--- src/rtl/mult_share_arbiter_pkg.sv ---
// Shared definitions for the multiplier-sharing scheduler.
//   DEF_*       : default widths, latency and requester count
//   TAG_ID_W    : width of the owner id carried through the tag pipeline (up to 8 requesters)
//   tag_t       : {valid, id} ownership tag that travels alongside the multiplier pipeline
//   popcount8   : number of set bits in an 8-bit vector, used for the in-flight count
package mult_share_arbiter_pkg;

  localparam int DEF_N_REQ   = 4;
  localparam int DEF_W       = 6;
  localparam int DEF_PW      = 12;
  localparam int DEF_MUL_LAT = 3;
  localparam int TAG_ID_W    = 3;

  typedef struct packed {
    logic                valid;
    logic [TAG_ID_W-1:0] id;
  } tag_t;

  function automatic logic [3:0] popcount8(input logic [7:0] v);
    logic [3:0] c;
    c = '0;
    for (int i = 0; i < 8; i++) begin
      c = c + {3'b000, v[i]};
    end
    return c;
  endfunction

endpackage

--- src/rtl/mult_share_arbiter_rr_arbiter.sv ---
// Combinational round-robin arbiter.
//   req         : request vector, one bit per requester
//   ptr         : index that has highest priority this cycle
//   grant       : one-hot grant, all zero when nothing requests
//   grant_idx   : index of the granted requester (0 when none)
//   grant_valid : some requester was granted
module mult_share_arbiter_rr_arbiter #(
  parameter int N_REQ = 4,
  parameter int ID_W  = 2
) (
  input  logic [N_REQ-1:0] req,
  input  logic [ID_W-1:0]  ptr,
  output logic [N_REQ-1:0] grant,
  output logic [ID_W-1:0]  grant_idx,
  output logic             grant_valid
);

  // Walk the requesters in priority order ptr, ptr+1, ... (wrapping) and
  // stop at the first one asserting req. The inner loop matches the
  // rotated position against a constant index so no variable bit select
  // is needed, which keeps the logic valid for any N_REQ, not just powers of two.
  always_comb begin
    grant       = '0;
    grant_idx   = '0;
    grant_valid = 1'b0;
    for (int off = 0; off < N_REQ; off++) begin
      for (int i = 0; i < N_REQ; i++) begin
        if (!grant_valid && req[i] && ((int'(ptr) + off) % N_REQ == i)) begin
          grant[i]    = 1'b1;
          grant_idx   = ID_W'(i);
          grant_valid = 1'b1;
        end
      end
    end
  end

endmodule

--- src/rtl/mult_share_arbiter.sv ---
// Round-robin scheduler sharing one pipelined W x W unsigned multiplier
// among N_REQ requesters.
//   clk, rst   : clock, synchronous active-high reset
//   req_valid  : requester i has an operand pair on req_a/req_b slice i
//   req_a/b    : packed operands, slice i belongs to requester i
//   req_ready  : one-hot combinational grant
//   mul_a/b    : registered operands to the external multiplier
//   mul_p      : product, MUL_LAT edges after the operands
//   rsp_valid  : response slot i holds a product
//   rsp_data   : packed slot products, slice i belongs to requester i
//   rsp_ready  : requester i consumes slot i
//   inflight   : number of requesters with an outstanding request
//
// Handshake: a transfer happens at a posedge where valid and ready are both
// high. On the request side ready is combinational and may depend on valid;
// the requester holds valid and operands stable until the transfer. On the
// response side the slot's valid stays high, with data stable, until the
// requester's ready is sampled high.
module mult_share_arbiter
  import mult_share_arbiter_pkg::*;
#(
  parameter int N_REQ   = DEF_N_REQ,
  parameter int W       = DEF_W,
  parameter int PW      = DEF_PW,
  parameter int MUL_LAT = DEF_MUL_LAT
) (
  input  logic              clk,
  input  logic              rst,
  input  logic [N_REQ-1:0]   req_valid,
  input  logic [N_REQ*W-1:0] req_a,
  input  logic [N_REQ*W-1:0] req_b,
  output logic [N_REQ-1:0]   req_ready,
  output logic [W-1:0]       mul_a,
  output logic [W-1:0]       mul_b,
  input  logic [PW-1:0]      mul_p,
  output logic [N_REQ-1:0]   rsp_valid,
  output logic [N_REQ*PW-1:0] rsp_data,
  input  logic [N_REQ-1:0]   rsp_ready,
  output logic [3:0]         inflight
);

  localparam int ID_W = (N_REQ > 1) ? $clog2(N_REQ) : 1;

  logic [N_REQ-1:0] elig;
  logic [N_REQ-1:0] grant;
  logic [N_REQ-1:0] busy;
  logic [N_REQ-1:0] busy_next;
  logic [N_REQ-1:0] consume;
  logic [N_REQ-1:0] cap_hit;
  logic [ID_W-1:0]  ptr;
  logic [ID_W-1:0]  grant_idx;
  logic             grant_valid;
  logic [W-1:0]     sel_a;
  logic [W-1:0]     sel_b;
  tag_t             tag_pipe [MUL_LAT+1];
  logic [PW-1:0]    slot     [N_REQ];

  // A requester with a result still waiting in its slot (or in flight)
  // is not eligible, so each slot has at most one owner transaction.
  assign elig      = req_valid & ~busy;
  assign req_ready = grant;
  assign consume   = rsp_valid & rsp_ready;
  assign busy_next = (busy | grant) & ~consume;

  mult_share_arbiter_rr_arbiter #(
    .N_REQ (N_REQ),
    .ID_W  (ID_W)
  ) u_rr (
    .req         (elig),
    .ptr         (ptr),
    .grant       (grant),
    .grant_idx   (grant_idx),
    .grant_valid (grant_valid)
  );

  // One-hot operand mux; yields zero when there is no grant.
  always_comb begin
    sel_a = '0;
    sel_b = '0;
    for (int i = 0; i < N_REQ; i++) begin
      if (grant[i]) begin
        sel_a = req_a[i*W +: W];
        sel_b = req_b[i*W +: W];
      end
    end
  end

  // The last tag stage lines up with mul_p; decode it into a per-slot strobe.
  always_comb begin
    cap_hit = '0;
    for (int i = 0; i < N_REQ; i++) begin
      cap_hit[i] = tag_pipe[MUL_LAT].valid && (tag_pipe[MUL_LAT].id == TAG_ID_W'(i));
    end
  end

  always_ff @(posedge clk) begin
    if (rst) begin
      mul_a     <= '0;
      mul_b     <= '0;
      busy      <= '0;
      rsp_valid <= '0;
      ptr       <= '0;
      inflight  <= '0;
      for (int k = 0; k <= MUL_LAT; k++) begin
        tag_pipe[k] <= '0;
      end
      for (int i = 0; i < N_REQ; i++) begin
        slot[i] <= '0;
      end
    end else begin
      mul_a             <= sel_a;
      mul_b             <= sel_b;
      tag_pipe[0].valid <= grant_valid;
      tag_pipe[0].id    <= grant_valid ? TAG_ID_W'(grant_idx) : '0;
      for (int k = 1; k <= MUL_LAT; k++) begin
        tag_pipe[k] <= tag_pipe[k-1];
      end
      busy     <= busy_next;
      // Registered from busy_next so inflight always equals popcount(busy).
      inflight <= popcount8(8'(busy_next));
      if (grant_valid) begin
        ptr <= (grant_idx == ID_W'(N_REQ-1)) ? '0 : grant_idx + 1'b1;
      end
      // Capture and consume never target the same slot: the slot being
      // captured is still busy, so it cannot already hold a valid result.
      for (int i = 0; i < N_REQ; i++) begin
        if (cap_hit[i]) begin
          rsp_valid[i] <= 1'b1;
          slot[i]      <= mul_p;
        end else if (consume[i]) begin
          rsp_valid[i] <= 1'b0;
        end
      end
    end
  end

  for (genvar gi = 0; gi < N_REQ; gi++) begin : g_rsp_data
    assign rsp_data[gi*PW +: PW] = slot[gi];
  end

  // A capture into an occupied slot would silently lose a product.
  a_no_overwrite : assert property (@(posedge clk) disable iff (rst)
    (cap_hit & rsp_valid) == '0);

endmodule

--- config.mk ---
export PLATFORM = sky130hd
export DESIGN_NAME = mult_share_arbiter
export DESIGN_NICKNAME = d
export VERILOG_FILES = /design/src/rtl/mult_share_arbiter_pkg.sv /design/src/rtl/mult_share_arbiter_rr_arbiter.sv /design/src/rtl/mult_share_arbiter.sv
export SDC_FILE = /design/constraint.sdc
export NUM_CORES = 1
export LEC_CHECK = 0
export CORE_MARGIN = 2
export CORE_UTILIZATION = 30
export CTS_CLUSTER_DIAMETER = 120
export CTS_CLUSTER_SIZE = 10
export DETAILED_ROUTE_END_ITERATION = 8
export SLEW_MARGIN = 10
export SYNTH_ARGS = -nofsm -noshare
export SYNTH_HDL_FRONTEND = slang
export SYNTH_SLANG_ARGS = --single-unit
--- constraint.sdc ---
create_clock -name clk -period 5.54 [get_ports clk]
set_input_delay 1.385 -clock clk [delete_from_list [all_inputs] [get_ports clk]]
set_output_delay 1.385 -clock clk [all_outputs]
set_load 0.02 [all_outputs]
Word-level counts from Yosys, hierarchy flattened
Memories as Yosys holds them, arrays and structs flattened.
Cells that the tools add are included.

word-level totals
  word-level logic and storage cells = 202
  register bits after elaboration = 26
  RAM bits = 64
  bits in latches = 0
  ROM bits = 0
  memories kept = 2
  bits of input ports = 70

cells by class
  shifts and indexed selects = 0
  add/sub/neg operators = 7
  multiplexer cells = 88
  multipliers = 0
  divide/modulo/power cells = 0
  bitwise operators = 18
  eq/ne operators = 16
  magnitude comparators = 0
  reduce and logical (&&, ||, !) cells = 62

memories
  memory    depth  width  read ports  clocked after Yosys merged registers in  wr ports  line                      RTL
  slot      4      12     4           0                                        4         mult_share_arbiter.sv:56  logic [PW-1:0] slot [N_REQ];
  tag_pipe  4      4      4           0                                        4         mult_share_arbiter.sv:55  tag_t tag_pipe [MUL_LAT+1];

operators by type and width
  cell                 count
  $logic_not 32->1     4
  $mux 1               56
  $mux 12              4
  $mux 6               8
  $logic_and 1x1->1    35
  $mux 2               16
  $eq 3x3->1 const B   6
  $eq 3x2->1 const B   5
  $logic_not 1->1      15
  $and 4x4->4          3
  $mux 4               3
  $or 1x1->1           9
  $not 4->4            2
  $reduce_bool 2->1    4
  $eq 2x2->1 const B   3
  $reduce_or 2->1      3
  $add 2x1->2 const B  2
  $add 2x2->2 const B  2
  $add 3x1->4          1
  $or 4x4->4           1
  $add 2x1->3          1
  $and 1x1->1 const A  3
  $eq 3x1->1 const B   1
  $logic_not 3->1      1
  other kinds (3)      3

Depth between registers and ports, before layout
Gate-level depths: netlist of run 1.

  depth after elaboration = 69
  depth in mapped cells = 12

Cells and area by module
A second synthesis of run 1 with hierarchy kept.

unflattened totals
  cell total of the unflattened synthesis = 294
  area total of the unflattened synthesis = 3,513.4 sq um

by module, submodules not included
  module                         times used  seq. area each (sq um)  area each (sq um)  cells an instance
  mult_share_arbiter             1           2,182.1                 3,310.7            260
  mult_share_arbiter_rr_arbiter  1           0.0                     202.7              34

Worst setup path before layout of run 1
Ideal clock, no wire load.

  path kind = input to output
  from = input port req_valid[1]
  to = output port req_ready[3]
  stages on the path = 5
  required time = 4,155 ps
  arrival = 2,167 ps
  path slack = 1,988 ps
  path buffers = 1
  cells stage by stage = and2b_1 -> nor2_2 -> o221ai_4 -> inv_2 -> buf_6

on the way
  cells in the longest elaborated chain, start to end = 60
  elaborated cells on any way between the ends = 63

RTL lines
  item                            line                                 RTL
  start, declared                 mult_share_arbiter.sv:29             input logic [N_REQ-1:0] req_valid,
  $and 4x4->4 *                   mult_share_arbiter.sv:60             assign elig = req_valid & ~busy;
  $logic_and 1x1->1 (2 in a row)  mult_share_arbiter_rr_arbiter.sv:28  if (!grant_valid && req[i] && ((int'(ptr) + off) % N_REQ == i)) begin
  $mux 1                          mult_share_arbiter_rr_arbiter.sv:28
  $logic_not 1->1                 mult_share_arbiter_rr_arbiter.sv:28
  $logic_and 1x1->1 (2 in a row)  mult_share_arbiter_rr_arbiter.sv:28
  $mux 1                          mult_share_arbiter_rr_arbiter.sv:28
  $logic_not 1->1                 mult_share_arbiter_rr_arbiter.sv:28
  $logic_and 1x1->1 (2 in a row)  mult_share_arbiter_rr_arbiter.sv:28
  [... 38 more ...]               -
  $logic_and 1x1->1 (2 in a row)  mult_share_arbiter_rr_arbiter.sv:28
  $mux 1                          mult_share_arbiter_rr_arbiter.sv:28
  $logic_not 1->1                 mult_share_arbiter_rr_arbiter.sv:28
  $logic_and 1x1->1 (2 in a row)  mult_share_arbiter_rr_arbiter.sv:28
  $mux 1                          mult_share_arbiter_rr_arbiter.sv:28
  $logic_not 1->1                 mult_share_arbiter_rr_arbiter.sv:28
  $logic_and 1x1->1 (2 in a row)  mult_share_arbiter_rr_arbiter.sv:28
  $mux 1 *                        mult_share_arbiter_rr_arbiter.sv:28
  end, declared                   mult_share_arbiter.sv:32             output logic [N_REQ-1:0] req_ready,

Mark *: on every way between the ends. The rest lies on a longest branch, timed or not.

Final worst setup path of run 1
  from = input port req_valid[2]
  to = output port req_ready[0]

on the way
  cells in the longest elaborated chain, start to end = 44
  elaborated cells on any way between the ends = 46

RTL lines
  item                            line
  $and 4x4->4 *                   mult_share_arbiter.sv:60
  $logic_and 1x1->1 (2 in a row)  mult_share_arbiter_rr_arbiter.sv:28
  $mux 1                          mult_share_arbiter_rr_arbiter.sv:28
  $logic_not 1->1                 mult_share_arbiter_rr_arbiter.sv:28
  $logic_and 1x1->1 (2 in a row)  mult_share_arbiter_rr_arbiter.sv:28
  $mux 1                          mult_share_arbiter_rr_arbiter.sv:28
  $logic_not 1->1                 mult_share_arbiter_rr_arbiter.sv:28
  $logic_and 1x1->1 (2 in a row)  mult_share_arbiter_rr_arbiter.sv:28
  [... 22 more ...]               -
  $logic_and 1x1->1 (2 in a row)  mult_share_arbiter_rr_arbiter.sv:28
  $mux 1                          mult_share_arbiter_rr_arbiter.sv:28
  $logic_not 1->1                 mult_share_arbiter_rr_arbiter.sv:28
  $logic_and 1x1->1 (2 in a row)  mult_share_arbiter_rr_arbiter.sv:28
  $mux 1                          mult_share_arbiter_rr_arbiter.sv:28
  $logic_not 1->1                 mult_share_arbiter_rr_arbiter.sv:28
  $logic_and 1x1->1 (2 in a row)  mult_share_arbiter_rr_arbiter.sv:28
  $mux 1 *                        mult_share_arbiter_rr_arbiter.sv:28

Marked as above.

==> results.md, run 1 <==
* Buffers & Inverters on Critical Path at 2
* Ys async rst share at 0
* Sequential fraction of the synthesis area at 0.568
* Pre-antenna DRT Iters at 5
* Net Count, Synth at 382
* Seq pwr share at 0.409
* Antenna violations before repair at 0
* Clk_skew at 0.00947 ns
* Skew-Pair Late Insertion Delay at 0.33 ns
* # rows at 41
* Area leader, netlist: edfxtp_1
* Syn-to-layout area delta at 47.7%
* H-tree levels at 3
* Routed Antenna Nets at 0
* Max incr delay on CP at 0.54 ns
* RSZ-0062 raised after global routing: false
* Setup_tns at 0 ns
* Die Y at 117 um
* Internal at 1330 uW
* HPWL Detailed at 7.19 mm
* Crit. End Element: output pin
* CP top delay family: buffers and inverters
* Min Tclk post-route at 4.67 ns
* GP Congestion at 0.853
* Vias/cell at 4.69
* First-pass GRT wire length at 15.1 mm
* Max clock buf depth at 2
* CORE AREA at 12600 um2
* Top-area cell type share of the netlist area at 0.375
* Vias in the first global route at 2891
* Sw Share at 0.274
* Post-synthesis cell count at 309
* Layout cells sized above 1 at 0.133
* DR vias at 2928
* Total Wirelength at 9.88 mm
* CTS tree: yes
* Total power per unit cell area at 324 nW/um2
* Worst r2r src: ptr[1]
* Routed wire per std cell at 15.8 um
* Syn_area_per_cell at 12.4 um2
* Worst path cell trace: clkdlybuf4s50_1, nand2b_1, a22oi_2, o22ai_1, and2_1, clkdlybuf4s50_1
* CP max stage cell: clkdlybuf4s50_1
* I/O pins at 142
* Synth cell types at 52
* Outcome: finished, final reports clean
* EDFF count, synth at 48
* Inserted Clock Buffers at 9
* CTS Hold Bufs at 0
* Clock-pin slew on the worst setup and hold paths at 0.06 ns
* CP required at 4.16 ns
* Synth top area cells: edfxtp_1 (38%), dfxtp_1 (19%), and2_1 (8.3%)
* Post_cts resized at 0
* # DRC at 0
* # port buffers at 140
* F_max at 0.214 GHz
* Worst Hold Class: reg2reg
* Synth Flop Type: edfxtp_1
* Max VDD drop at 0.159 mV
* Hold Startpoint: tag_pipe[0][7]
* Worst slew margin at 0.226
* Post-Syn Area at 3840 um2
* Commonest non-fill, non-tap cell in the layout: clkdlybuf4s50_1
* Max Cap Violations at 0
* CP most frequent cell: clkdlybuf4s50_1
* Clock share of power at 0.349
* Initial drt markers at 239
* Critical Path AT at 3.28 ns
* Total setup buffers inserted after CTS at 0
* Largest net degree at the start of global routing at 44
* Max Slew Vio Count at 0
* Net switching power figure at 503 uW
* Final hold vios at 0
* Worst Path Class, Setup: in2out
* Max FO, Critical Path at 8
* Total GRT Usage at 0.145
* Die Area at 13700 um2
* Total power at 1840 uW
* Final core utilization at 0.451
* Pleak at 0.00207 uW
* Period utilization at 0.842
* Grt ovf at 0
* Final setup vio count at 0
* Starting Density at 0.306
* Actual slew at the worst max-slew pin at 1.16 ns
* Final net count at 520
* Die width at 117 um
* Comb pwr share at 0.242
* Worst Setup SP: req_valid[2]
* # diodes at 0
* Commonest non-fill, non-tap cells in the layout: clkdlybuf4s50_1 (139), and2_1 (51), edfxtp_1 (48)
* Ys Warns at 0
* #FFs+latches synth at 85
* Root Buffer: clkbuf_16
* Startpoint types: input pin
* Clk sinks at 85
==> cells in the mapped netlist, types with 3 or more instances <==
| master | n |
|---|---|
| and2_1 | 51 |
| edfxtp_1 | 48 |
| dfxtp_1 | 37 |
| nor2_1 | 23 |
| nor2b_1 | 13 |
| a222oi_1 | 12 |
| a211oi_2 | 8 |
| nand2_1 | 8 |
| a21oi_1 | 7 |
| a221oi_2 | 7 |
| clkbuf_1 | 7 |
| o21ai_0 | 7 |
| a211oi_1 | 6 |
| buf_6 | 6 |
| a21o_1 | 5 |
| a221oi_1 | 5 |
| buf_4 | 5 |
| inv_1 | 4 |
| nand2b_1 | 4 |
| o21bai_1 | 4 |
| and2b_1 | 3 |
| nor3_1 | 3 |
| nor3_2 | 3 |
==> power groups by stage <==
stage / Clock (uW) / Sequential [uW] / Combinational, uW
final: 641 / 751 / 445
after global routing: 678 / 756 / 483
after CTS: 652 / 751 / 449
after detailed placement: 0 / 764 / 446
after global placement: 0 / 763 / 441
after floorplan: 0 / 800 / 231
==> final timing paths <==
| check | slack (ns) | cells after the start | end |
|---|---|---|---|
| setup / recovery | 0.87 | 6 | req_ready[0] |
| hold / removal | 0.42 | 1 | tag_pipe[0][11] |
| setup reg to reg | 2.68 | 10 | inflight[1] |
| hold reg to reg | 0.42 | 1 | tag_pipe[0][11] |
==> cell type report <==
class | count | area, um2
clock buffers | 11 | 233
clock inverters | 5 | 85.1
fillers | 1166 | 6900
inverters | 5 | 18.8
multi-input cells | 197 | 1470
flip-flops and latches | 85 | 2180
well taps | 172 | 215
repair buffers | 149 | 1460
==> per-stage QoR <==
stage	setup slack, ns	hold slack, ns	cells	cell area, um2
2_1_floorplan	1.99	0.414	309	3840
3_3_place_gp	0.882	0.419	608	5350
3_5_place_dp	0.883	0.424	608	5350
4_1_cts	0.868	0.430	624	5670
5_1_grt	0.672	0.443	624	5670
6_report	0.874	0.424	624	5670
==> metal layers <==
metal	vias up	global-route usage	wire length, um
met4	0	0.0502	115
met5	-	0	0
met3	11	0.0345	683
li1	1411	-	-
met1	1395	0.170	4240
met2	111	0.258	4850
==> sequential cells by signal (all words and copies together), names as in the netlist <==
signal     count
slot          48
busy           4
mul_b          6
rsp_valid      4
inflight       3
mul_a          6
tag_pipe      12
ptr            2
==> cell families after synthesis <==
| logic type | Yosys count | share of synthesized area |
|---|---|---|
| simple gates | 116 | 0.180 |
| compound gates | 76 | 0.189 |
| buf+inv | 27 | 0.0479 |
| other cells | 1 | 0.000977 |
| flops | 85 | 0.568 |
| fa+ha+maj | 4 | 0.0147 |
(Power assumes the default switching activity.)
==> inputs of run 2 (changes only) <==
==> constraint.sdc (replaced) <==
create_clock -name clk -period 4.5 [get_ports clk]
set_input_delay 1.125 -clock clk [delete_from_list [all_inputs] [get_ports clk]]
set_output_delay 1.125 -clock clk [all_outputs]
set_load 0.02 [all_outputs]
==> run 2 against run 1 <==
  * Power is 20% higher
  * Sequential power up 23%
  * Register-to-register slack got worse by 1.1 ns
  * Hold slack improved by 0.012 ns
  * Combinational power increased by 23%
  * Non-clock buffer count is the same
  * Cell count did not move
  * Cell area is 0.33% lower
  * Routed wire length increased by 0.25%
  * Sequential share of layout area rose by 0.13 points
  * First-iteration DRC count decreased by 14%
  * Critical path type unchanged
  * Largest power group unchanged
  * Highest routed layer unchanged
==> results.md, run 2 (synthesized netlist as in run 1, its figures left out) <==
* Outcome: finished, final reports clean (unchanged)
* GP Congestion at 0.794 (was 0.853)
* Inserted Clock Buffers at 9 (unchanged)
* Vias/cell at 4.68 (was 4.69)
* Commonest non-fill, non-tap cell in the layout: clkdlybuf4s50_1 (unchanged)
* Max FO, Critical Path at 8 (unchanged)
* Total GRT Usage at 0.146 (was 0.145)
* Met3 GRT Util at 0.0324 (was 0.0345)
* Clk_skew at 0.00863 ns (was 0.00947 ns)
* Max Cap Violations at 0 (unchanged)
* F_max at 0.240 GHz
* Starting Density at 0.306 (unchanged)
* Final WS setup at 0.332 ns (was 0.874 ns)
* Min Hold Slack at 0.436 ns (was 0.424 ns)
* Setup_tns at 0 ns (unchanged)
* Total Wirelength at 9.91 mm (was 9.88 mm)
* Die width at 117 um (unchanged)
* Die Y at 117 um (unchanged)
* Post-place setup slack at 0.356 ns (was 0.883 ns)
* Max Slew Vio Count at 0 (unchanged)
* GR Util met2 at 0.253 (was 0.258)
* Crit. End Element: output pin (unchanged)
* Most flop-heavy register: slot (unchanged)
* I/O pins at 142 (unchanged)
* # DRC at 0 (unchanged)
* First-pass GRT wire length at 15.1 mm (about the same)
* H-tree levels at 3 (unchanged)
* Worst Path Class, Setup: in2out (unchanged)
* Final net count at 520 (unchanged)
* Routed wire per std cell at 15.9 um (was 15.8 um)
* Skew-Pair Late Insertion Delay at 0.33 ns (about the same)
* Startpoint types: input pin (unchanged)
* Met1 usage at 0.177 (was 0.170)
* Critical Path AT at 3.04 ns (was 3.28 ns)
* Total power per unit cell area at 392 nW/um2 (was 324 nW/um2)
* Vias in the first global route at 2904 (was 2891)
* # rows at 41 (unchanged)
* Worst slew margin at 0.250 (was 0.226)
* # diodes at 0 (unchanged)
* Syn-to-layout area delta at 47.2% (was 47.7%)
* CP required at 3.38 ns (was 4.16 ns)
* Period utilization at 0.926
* Total setup buffers inserted after CTS at 0 (unchanged)
* RSZ-0062 raised after global routing: false (unchanged)
* Max clock buf depth at 2 (unchanged)
* Clk sinks at 85 (unchanged)
* Initial drt markers at 206 (was 239)
* Final setup vio count at 0 (unchanged)
* Die Area at 13700 um2 (unchanged)
* Antenna violations before repair at 0 (unchanged)
* Final core utilization at 0.450 (was 0.451)
* Worst Hold Class: reg2reg (unchanged)
* Largest net degree at the start of global routing at 44 (unchanged)
* Final hold vios at 0 (unchanged)
* Grt ovf at 0 (unchanged)
* CORE AREA at 12600 um2 (unchanged)
* Clock-pin slew on the worst setup and hold paths at 0.06 ns (about the same)
* DR vias at 2920 (was 2928)
* Pre-antenna DRT Iters at 6 (was 5)
* Gr busiest metal: met2 (unchanged)
* Max VDD drop at 0.196 mV (was 0.159 mV)
* Layout cells sized above 1 at 0.137 (was 0.133)
* CTS tree: yes (unchanged)
* Root Buffer: clkbuf_16 (unchanged)
* Pleak at 0.00206 uW (was 0.00207 uW)
* Max FFs per register at 48 (unchanged)
* Post_cts resized at 0 (unchanged)
* Actual slew at the worst max-slew pin at 1.12 ns (was 1.16 ns)
* Commonest non-fill, non-tap cells in the layout: clkdlybuf4s50_1 (139), and2_1 (51), edfxtp_1 (48) (unchanged)
* Biggest regs: slot (48), tag_pipe (12) (unchanged)
* HPWL Detailed at 7.16 mm (was 7.19 mm)
* Total power at 2210 uW (was 1840 uW)
* Fill count at 1158 (was 1166)
* CTS Hold Bufs at 0 (unchanged)
* Routed Antenna Nets at 0 (unchanged)
* # port buffers at 140 (unchanged)
* Min Tclk post-route at 4.17 ns
[run 2: per-layer routing]
metal  up-vias  wire (um)  part of all wire
li1       1421          -                 -
met1      1378       4330              0.44
met2       117       4850              0.49
met3         4        672             0.068
met4         0         59            0.0060
met5         -          0                 0
[run 2: cell type report]
class | instances | area, um2 | area share
Clock buffer | 9 | 225 | 0.0398
Clock inverter | 7 | 73.8 | 0.0131
Inverter | 5 | 18.8 | 0.00332
Multi-Input combinational cell | 197 | 1470 | 0.261
Sequential cell | 85 | 2180 | 0.386
Tap cell | 172 | 215 | 0.0381
Timing Repair Buffer | 149 | 1460 | 0.259
[run 2: worst max-delay path, cell delays in order]
cell	delay (ns)
clkdlybuf4s50_1	0.55
nand2b_1	0.25
a22oi_2	0.24
o22ai_1	0.13
and2_1	0.19
clkdlybuf4s50_1	0.55
[run 2: stage by stage]
stage,cell area [um2],cells
floorplan,3840,309
global placement,5350,608
detailed placement,5350,608
CTS,5650,624
global route,5650,624
finish,5650,624
[run 2: report_power, final]
group | leakage [uW] | internal [uW] | switching [uW]
logic | 0.00112 | 270 | 279
registers | 0.000801 | 883 | 40.5
clock network | 0.000146 | 432 | 309
[run 2: worst paths after layout]
| kind | startpoint | end | slack (ns) | cells past startpoint |
|---|---|---|---|---|
| setup / recovery | req_valid[2] | req_ready[0] | 0.33 | 6 |
| hold reg to reg | tag_pipe[0][5] | tag_pipe[0][9] | 0.44 | 1 |
| hold / removal | tag_pipe[0][5] | tag_pipe[0][9] | 0.44 | 1 |
| setup reg to reg | ptr[1] | inflight[1] | 1.60 | 10 |
==> inputs of run 3 (changes only) <==
--- a/config.mk
+++ b/config.mk
@@ -6,10 +6,11 @@
 export NUM_CORES = 1
 export LEC_CHECK = 0
 export CORE_MARGIN = 2
-export CORE_UTILIZATION = 30
+export CORE_UTILIZATION = 45
 export CTS_CLUSTER_DIAMETER = 120
 export CTS_CLUSTER_SIZE = 10
 export DETAILED_ROUTE_END_ITERATION = 8
+export PLACE_DENSITY = 0.81
 export SLEW_MARGIN = 10
 export SYNTH_ARGS = -nofsm -noshare
 export SYNTH_HDL_FRONTEND = slang
==> run 3 against run 2 <==
  * Non-clock buffer count down 1
  * Critical endpoint unchanged
  * Cell count down 11%
  * Combinational power about the same
  * Critical path depth unchanged
  * First-iteration DRC count down 24%
  * Critical path type unchanged
==> results.md, run 3 (synthesized netlist as in run 1, its figures left out) <==
* Outcome: finished, final reports clean (unchanged)
* Largest net degree at the start of global routing at 44 (unchanged)
* Final core utilization at 0.659 (was 0.450)
* Max VDD drop at 0.165 mV (was 0.196 mV)
* Worst Setup SP: req_valid[2] (unchanged)
* Commonest non-fill, non-tap cells in the layout: clkdlybuf4s50_1 (139), and2_1 (51), edfxtp_1 (48) (unchanged)
* Clk sinks at 85 (unchanged)
* Max FO, Critical Path at 8 (unchanged)
* # diodes at 0 (unchanged)
* First-pass GRT wire length at 14.1 mm (was 15.1 mm)
* Clk_skew at 0.00996 ns (was 0.00863 ns)
* Worst r2r src: ptr[1] (unchanged)
* Antenna violations before repair at 0 (unchanged)
* Reg2Reg Setup Slack at 1.60 ns (about the same)
* Final net count at 519 (was 520)
* Max Slew Vio Count at 0 (unchanged)
* Period utilization at 0.934 (was 0.926)
* DR vias at 2983 (was 2920)
* Max Cap Violations at 0 (unchanged)
* Net switching power figure at 594 uW (was 628 uW)
* Syn-to-layout area delta at 41.7% (was 47.2%)
* Critical Path AT at 3.08 ns (was 3.04 ns)
* Min Tclk post-route at 4.20 ns (was 4.17 ns)
* Crit. End Element: output pin (unchanged)
* Seq pwr share at 0.473 (was 0.417)
* Post_cts resized at 0 (unchanged)
* Reg2reg end: inflight[1] (unchanged)
* I/O pins at 142 (unchanged)
* Vias in the first global route at 2867 (was 2904)
* Top layer in use: met4 (unchanged)
* Die Y at 96.4 um (was 117 um)
* Total setup buffers inserted after CTS at 0 (unchanged)
* Final WS setup at 0.296 ns (was 0.332 ns)
* Worst Hold Class: reg2reg (unchanged)
* H-tree levels at 3 (unchanged)
* Die Area at 9290 um2 (was 13700 um2)
* Initial drt markers at 157 (was 206)
* Post-place setup slack at 0.340 ns (was 0.356 ns)
* Sw Share at 0.304 (was 0.284)
* Clock share of power at 0.246 (was 0.335)
* Clock-pin slew on the worst setup and hold paths at 0.09 ns (was 0.06 ns)
* WL met3 at 912 um (was 672 um)
* Startpoint types: input pin (unchanged)
* Internal at 1360 uW (was 1580 uW)
* CP required at 3.38 ns (about the same)
* WL met1 at 3.61 mm (was 4.33 mm)
* CTS Hold Bufs at 0 (unchanged)
* Most flop-heavy register: slot (unchanged)
* Max clock buf depth at 2 (unchanged)
* Die width at 96.4 um (was 117 um)
* Final setup vio count at 0 (unchanged)
* Total GRT Usage at 0.205 (was 0.146)
* Inserted Clock Buffers at 9 (unchanged)
* Skew-Pair Late Insertion Delay at 0.35 ns (was 0.33 ns)
* Max FFs per register at 48 (unchanged)
* RSZ-0062 raised after global routing: false (unchanged)
* HPWL Detailed at 6.79 mm (was 7.16 mm)
* Total power per unit cell area at 359 nW/um2 (was 392 nW/um2)
* Layout Cells excl Fill at 556 (was 624)
* Actual slew at the worst max-slew pin at 1.20 ns (was 1.12 ns)
* CORE AREA at 8260 um2 (was 12600 um2)
* # DRC at 0 (unchanged)
* Commonest non-fill, non-tap cell in the layout: clkdlybuf4s50_1 (unchanged)
* Layout cells sized above 1 at 0.135 (was 0.137)
* Met2 wire len at 4.58 mm (was 4.85 mm)
* Total Wirelength at 9.22 mm (was 9.91 mm)
* Worst Setup EP: req_ready[0] (unchanged)
* Grt ovf at 0 (unchanged)
* CTS tree: yes (unchanged)
* # rows at 33 (was 41)
* GP Congestion at 0.799 (was 0.794)
* Final hold vios at 0 (unchanged)
* Comb pwr share at 0.281 (was 0.248)
* F_max at 0.238 GHz (was 0.240 GHz)
* Routed Antenna Nets at 0 (unchanged)
* # port buffers at 140 (unchanged)
* Setup_tns at 0 ns (unchanged)
* Total power at 1950 uW (was 2210 uW)
* Routed wire per std cell at 16.6 um (was 15.9 um)
* Pre-antenna DRT Iters at 5 (was 6)
* Worst Path Class, Setup: in2out (unchanged)
* Inst Count DP at 540 (was 608)
* Worst slew margin at 0.200 (was 0.250)
* R2R cell count at 10 (unchanged)
* Root Buffer: clkbuf_8 (was clkbuf_16)
* Starting Density at 0.465 (was 0.306)
* Biggest regs: slot (48), tag_pipe (12) (unchanged)
* Pleak at 0.00199 uW (was 0.00206 uW)
* Vias/cell at 5.37 (was 4.68)
-- run 3: changes by cell type in the layout (fill, tap and decap cells not counted), sizes merged --
cell	delta
buf	-1
bufinv	-1
clkbuf	+1
clkinv	-4
clkinvlp	+3
inv	+1
-- run 3: power by group through the flow --
stage	logic [uW]	clock network [uW]	registers, uW
finish	547	481	923
global route	592	533	931
CTS	550	496	924
detailed placement	546	0	941
global placement	536	0	939
floorplan	285	0	984
-- run 3: stage by stage --
stage / area, um2 / hold WS [ns]
after floorplan: 3840 / 0.414
after global placement: 5260 / 0.419
after detailed placement: 5260 / 0.426
after CTS: 5440 / 0.439
after global routing: 5440 / 0.444
final: 5440 / 0.435
-- run 3: area by class of cell --
cell class                 count  area, um2
fill                         610       2820
multi-input combinational    197       1480
clock buffer                  10        128
clock inverter                 6       47.5
sequential                    85       2180
timing repair buffer         148       1460
inverter                       5       18.8
tap                          105        131
-- run 3: layer usage --
metal / GRT usage / up-vias
li1: - / 1409
met1: 0.241 / 1397
met2: 0.352 / 168
met3: 0.0504 / 9
met4: 0.0939 / 0
met5: 0 / -
-- run 3: how the worst min path moves through the flow --
stage,start,endpoint,slack (ns),depth (start not counted)
floorplan,tag_pipe[0][7],tag_pipe[0][11],0.41,1
global placement,tag_pipe[0][0],tag_pipe[0][4],0.42,1
detailed placement,tag_pipe[0][8],tag_pipe[0][12],0.43,1
CTS,tag_pipe[0][3],tag_pipe[0][7],0.44,1
global route,tag_pipe[0][3],tag_pipe[0][7],0.44,1
finish,tag_pipe[0][3],tag_pipe[0][7],0.44,1
-- run 3: critical path, cell delays in order --
cell,delay [ns]
clkdlybuf4s50_1,0.48
nand2b_1,0.33
a21boi_2,0.12
o22ai_1,0.23
and2_1,0.17
clkdlybuf4s50_1,0.62
